`config.mk`:
```
export PLATFORM = sky130hd
export DESIGN_NAME = rrf_nwide
export DESIGN_NICKNAME = d
export VERILOG_FILES = /design/src/rtl/rrf_nwide.sv
export SDC_FILE = /design/constraint.sdc
export NUM_CORES = 1
export LEC_CHECK = 0
export ABC_CLOCK_PERIOD_IN_PS = 2100
export CAP_MARGIN = 20
export CORE_ASPECT_RATIO = 0.8
export CORE_MARGIN = 2
export CORE_UTILIZATION = 38
export CTS_CLUSTER_DIAMETER = 40
export DETAILED_ROUTE_END_ITERATION = 10
export PLACE_DENSITY = 0.65
export SYNTH_ARGS = -nofsm -noshare
export SYNTH_HDL_FRONTEND = slang
export SYNTH_SLANG_ARGS = --single-unit
```
`constraint.sdc`:
```
create_clock -name clk -period 2.1 [get_ports clk]
set_input_delay 0.21 -clock clk [delete_from_list [all_inputs] [get_ports clk]]
set_output_delay 0.21 -clock clk [all_outputs]
set_load 0.01 [all_outputs]
```
`src/rtl/rrf_nwide.sv`:
```
// Retirement register file: committed arch->phys map with N-wide in-order
// commit, per-lane old-mapping return for freeing (with intra-group WAW
// forwarding), and a multi-beat restore engine that streams the committed
// map back to the speculative RAT.
module rrf_nwide #(
  parameter int NUM_AREGS     = 32,
  parameter int NUM_PREGS     = 64,
  parameter int COMMIT_WIDTH  = 2,
  parameter int RESTORE_LANES = 8,
  localparam int AW    = $clog2(NUM_AREGS),
  localparam int PW    = $clog2(NUM_PREGS),
  localparam int BEATS = NUM_AREGS / RESTORE_LANES,
  localparam int CW    = (BEATS > 1) ? $clog2(BEATS) : 1
) (
  input  logic                          clk,
  input  logic                          rst,
  output logic                          commit_ready,
  input  logic [COMMIT_WIDTH-1:0]       commit_en,
  input  logic [COMMIT_WIDTH*AW-1:0]    commit_areg,
  input  logic [COMMIT_WIDTH*PW-1:0]    commit_preg,
  output logic [COMMIT_WIDTH-1:0]       free_valid,
  output logic [COMMIT_WIDTH*PW-1:0]    old_preg,
  input  logic                          restore_req,
  output logic                          restore_busy,
  output logic                          restore_valid,
  output logic [AW-1:0]                 restore_base,
  output logic [RESTORE_LANES*PW-1:0]   restore_map,
  output logic                          restore_done
);

  localparam logic [0:0] S_IDLE    = 1'b0;
  localparam logic [0:0] S_RESTORE = 1'b1;

  logic [PW-1:0]              table_q [NUM_AREGS];
  logic [PW-1:0]              table_d [NUM_AREGS];
  logic [0:0]                 state_q, state_d;
  logic [CW-1:0]              cnt_q, cnt_d;
  logic                       restore_valid_q, restore_valid_d;
  logic                       restore_done_q, restore_done_d;
  logic [AW-1:0]              restore_base_q, restore_base_d;
  logic [RESTORE_LANES*PW-1:0] restore_map_q, restore_map_d;

  assign commit_ready  = (state_q == S_IDLE);
  assign restore_busy  = (state_q == S_RESTORE);
  assign restore_valid = restore_valid_q;
  assign restore_done  = restore_done_q;
  assign restore_base  = restore_base_q;
  assign restore_map   = restore_map_q;

  // Old mapping per lane: youngest older lane writing the same areg wins over the table.
  always_comb begin
    logic [AW-1:0] ar_k;
    logic [PW-1:0] op_k;
    old_preg   = '0;
    free_valid = '0;
    ar_k       = '0;
    op_k       = '0;
    for (int k = 0; k < COMMIT_WIDTH; k++) begin
      ar_k = commit_areg[k*AW +: AW];
      op_k = table_q[ar_k];
      for (int j = 0; j < k; j++) begin
        if (commit_en[j] && commit_ready && (ar_k != '0) &&
            (commit_areg[j*AW +: AW] == ar_k)) begin
          op_k = commit_preg[j*PW +: PW];
        end
      end
      old_preg[k*PW +: PW] = op_k;
      free_valid[k]        = commit_en[k] && commit_ready && (ar_k != '0);
    end
  end

  // Next table: lanes applied oldest to youngest so the highest lane wins; areg 0 is never written.
  always_comb begin
    table_d = table_q;
    for (int k = 0; k < COMMIT_WIDTH; k++) begin
      if (commit_en[k] && commit_ready && (commit_areg[k*AW +: AW] != '0)) begin
        table_d[commit_areg[k*AW +: AW]] = commit_preg[k*PW +: PW];
      end
    end
  end

  // Restore sequencer and next-beat outputs; beats read table_d so same-cycle commits are streamed.
  always_comb begin
    logic [AW-1:0] idx;
    state_d = state_q;
    cnt_d   = cnt_q;
    idx     = '0;
    case (state_q)
      S_IDLE: begin
        if (restore_req) begin
          state_d = S_RESTORE;
          cnt_d   = '0;
        end
      end
      S_RESTORE: begin
        if (cnt_q == CW'(BEATS - 1)) begin
          state_d = S_IDLE;
          cnt_d   = '0;
        end else begin
          cnt_d = cnt_q + 1'b1;
        end
      end
      default: begin
        state_d = S_IDLE;
        cnt_d   = '0;
      end
    endcase
    restore_valid_d = (state_d == S_RESTORE);
    restore_done_d  = (state_d == S_RESTORE) && (cnt_d == CW'(BEATS - 1));
    restore_base_d  = AW'(int'(cnt_d) * RESTORE_LANES);
    restore_map_d   = '0;
    for (int l = 0; l < RESTORE_LANES; l++) begin
      idx = AW'(int'(cnt_d) * RESTORE_LANES + l);
      restore_map_d[l*PW +: PW] = table_d[idx];
    end
  end

  // Control state and the committed table; reset restores the identity map.
  always_ff @(posedge clk) begin
    if (rst) begin
      state_q         <= S_IDLE;
      cnt_q           <= '0;
      restore_valid_q <= 1'b0;
      restore_done_q  <= 1'b0;
      for (int i = 0; i < NUM_AREGS; i++) begin
        table_q[i] <= PW'(i);
      end
    end else begin
      state_q         <= state_d;
      cnt_q           <= cnt_d;
      restore_valid_q <= restore_valid_d;
      restore_done_q  <= restore_done_d;
      for (int i = 0; i < NUM_AREGS; i++) begin
        table_q[i] <= table_d[i];
      end
    end
  end

  // Restore beat payload; only meaningful while restore_valid is high.
  always_ff @(posedge clk) begin
    restore_base_q <= restore_base_d;
    restore_map_q  <= restore_map_d;
  end

endmodule

```
==> flow_summary.yaml <==
timing:
  worst_slew_pin_slew_ps: 1070
  layout_setup_ws_ps: -402
  slew_violations: 0
  rsz0062_at_grt: "true"
  setup_viol: 72
  hold_slack_ps: 152
  relSlewSlack_pct: 27.7
  fin_worst_skew_ps: 20.5
  finalHoldViolations: 0
  min_period_ps: 2500
  finalCritPeriodShare_pct: 119
  final.setup.tns_ps: -8050
  max_freq_ghz: 0.400
detailed_routing:
  top_layer: "met5"
  vias: 19000
  wl_met3_um: 9970
  first_iter_violations: 2564
  dr.pass1.iters: 5
  drc: 0
  routed-wl-met2_um: 38800
  final_antenna_net_count: 0
  totalWireLength_um: 88800
  drt-met1-wl_um: 33100
  wire_per_inst_um: 30.1
  viasPerCell: 6.45
grt:
  grt_pass1_wl_um: 124000
  grtUsageTotal_pct: 39.0
  grt_max_degree: 63
  antenna_found_initial: 4
  grt_remaining_overflow: 0
  grt_pass1_vias: 18200
pwr:
  ir_drop_mv: 0.556
  p_sw_uw: 4660
  pwr-share-clk_pct: 49.0
  power_frac_seq_pct: 31.2
  p_comb_share_pct: 19.8
  leakage_uw: 0.0105
  intPower_uw: 11100
  p_sw_share_pct: 29.6
  p_per_area_nw_per_um2: 602
  power_uw: 15700
placed_design:
  dpl_cell_area_sq_um: 21800
  io_buffers: 94
  gp_congestion: 1.05
  dp_hpwl_um: 64800
synth:
  synth-simple-area-share_pct: 21.2
  yosysMostFrequentCell: "dfxtp_1"
  synth_top_area_share_pct: 31.2
  synth_compound_area_share_pct: 22.6
  synthAdderAreaFrac_pct: 0.0792
  synth.lib_cells_used.distinct: 85
  async_flop_share_pct: 0
  synth_xor_area_share_pct: 0.333
  synth-seq-cells: 246
  synth.mux.area_fraction_pct: 18.9
  synth_top_family_by_area: "compound AO/OA/AOI/OAI gates"
  synth.avg_cell_area_sq_um: 8.94
  yosys_most_used_dff: "dfxtp_1"
  synth_cells: 1768
  synth.area.top_cells: "dfxtp_1 31%, mux4_2 10%, mux2i_1 7.9%, nor2_1 3.6%, o21ai_0 3.3%"
  synth_common_cells: "246 x dfxtp_1, 152 x nor2_1, 127 x nand2_1"
  synth_edf_count: 0
  yosys.area.top_type: "dfxtp_1"
  yosysWarnings: 0
  ys_seq_area_share_pct: 31.2
  syn_area_sq_um: 15800
clock_tree:
  cts_sinks: 246
  cts_tree: "built"
  path_clk_slew_ps: 50
  cts_buffer_depth: 3
  clock_latency_ps: 560
  cts_buffers: 44
  root_buffer: "clkbuf_16"
  cts_htree_levels: 2
setup_path:
  r2r_slack_ps: -180
  critPathLaunchType: "flop"
  crit_path_end_kind: "primary output"
  worstPathMaxFanout: 3
  cp_data_required_time_ps: 1890
  critical_path_arrival_ps: 2290
  criticalPathCategory: "reg2out"
  r2r_cells: 9
finish:
  areaGrowthSynthToFinish_pct: 65.5
  fillers: 3322
  seq_area_sq_um: 4970
  final_cell_area_sq_um: 26100
  drive_above_1_share_pct: 51.5
  num_antenna_cells: 0
  multi_input_area_sq_um: 12000
  nets: 2395
  final_util_pct: 64.1
floorplan:
  dieArea_sq_um: 43200
  die_h_um: 186
  initial_core_util_pct: 38.7
  die_x_um: 232
  core.rowCount: 66
  io_pins: 98
  coreArea_sq_um: 40800
worst_hold_path:
  hold_class: "in2reg"
  hold_depth: 2
status:
  violations: "setup timing"
  status: "finished, violations left"
flow_run:
  cap_violations: 0
## cell families (layout without fill, tap and decap cells)
logic type | after synthesis | count (layout)
other | 1 | 3
and+or+nand+nor | 612 | 612
AOI/OAI and AO/OA | 498 | 498
xor gates and xnor gates | 6 | 6
DFF | 246 | 246
buffers and inverters | 199 | 832
muxes | 205 | 205
adders and majority gates | 1 | 1
## power groups by stage
stage / Combinational (uW) / Sequential, uW / Clock [uW]
2_1_floorplan: 1100 / 5020 / 0
3_3_place_gp: 2690 / 4990 / 0
3_5_place_dp: 2690 / 5000 / 0
4_1_cts: 2810 / 4900 / 7730
5_1_grt: 3190 / 4910 / 7930
6_report: 3120 / 4900 / 7700
## placed cells by master (no fill, tap or decap), types with 41 or more instances in the layout
cell	n
nor2_1	113
buf_12	68
clkbuf_16	49
dfxtp_1	214
nand2_1	88
a221o_1	41
clkdlybuf4s50_1	68
nand3_1	43
mux4_2	73
buf_6	61
buf_4	509
mux2i_1	76
o21ai_0	72
## worst paths after layout
path / from / end
hold / removal: rst / cnt_q[0]
setup / recovery: table_q[178] / old_preg[10]
hold reg to reg: table_q[188] / table_q[188]
setup reg to reg: restore_valid / restore_map[2]
## per-layer routing
metal,vias to the layer above,global-route usage (%)
met5,-,0
met3,363,8.83
met1,9322,50.0
met2,1304,59.1
met4,4,24.6
li1,8004,-
## through the flow
step | std cells | worst slack (ps)
after detailed placement | 2815 | -926
after CTS | 2920 | -420
after global routing | 2947 | -428
after floorplan | 1770 | 40.5
after global placement | 2815 | -952
final | 2947 | -402
## timing repair
action / CTS / global route
setup buffers: 21 / 25
resized for setup: 249 / 369
endpoints found under the hold margin: 0 / 0
gates cloned: 3 / 5
setup endpoints to repair: 162 / 108
pin swaps: 51 / 123
hold buffers: 0 / 0
## flip-flops by register name, indices dropped and copies added (netlist names)
signal         cells
cnt_q              2
restore_done       1
restore_base       2
restore_valid      1
restore_map       48
table_q          192
## worst max-delay path: stages, from the launching register on
cell and delay, ps:
dfxtp_2 350, mux4_2 530, nor3b_4 190, a31oi_1 160
o2111ai_1 150, o22a_1 220, buf_2 150
## area by class of cell
cell class,count,share of cell area [%]
well taps,544,2.60
flip-flops and latches,246,19.0
multi-input cells,1325,45.8
repair buffers,742,26.5
clock buffers,49,4.48
clock inverters,33,1.52
inverters,8,0.115
No activity file was read; power rests on OpenSTA's default activity.
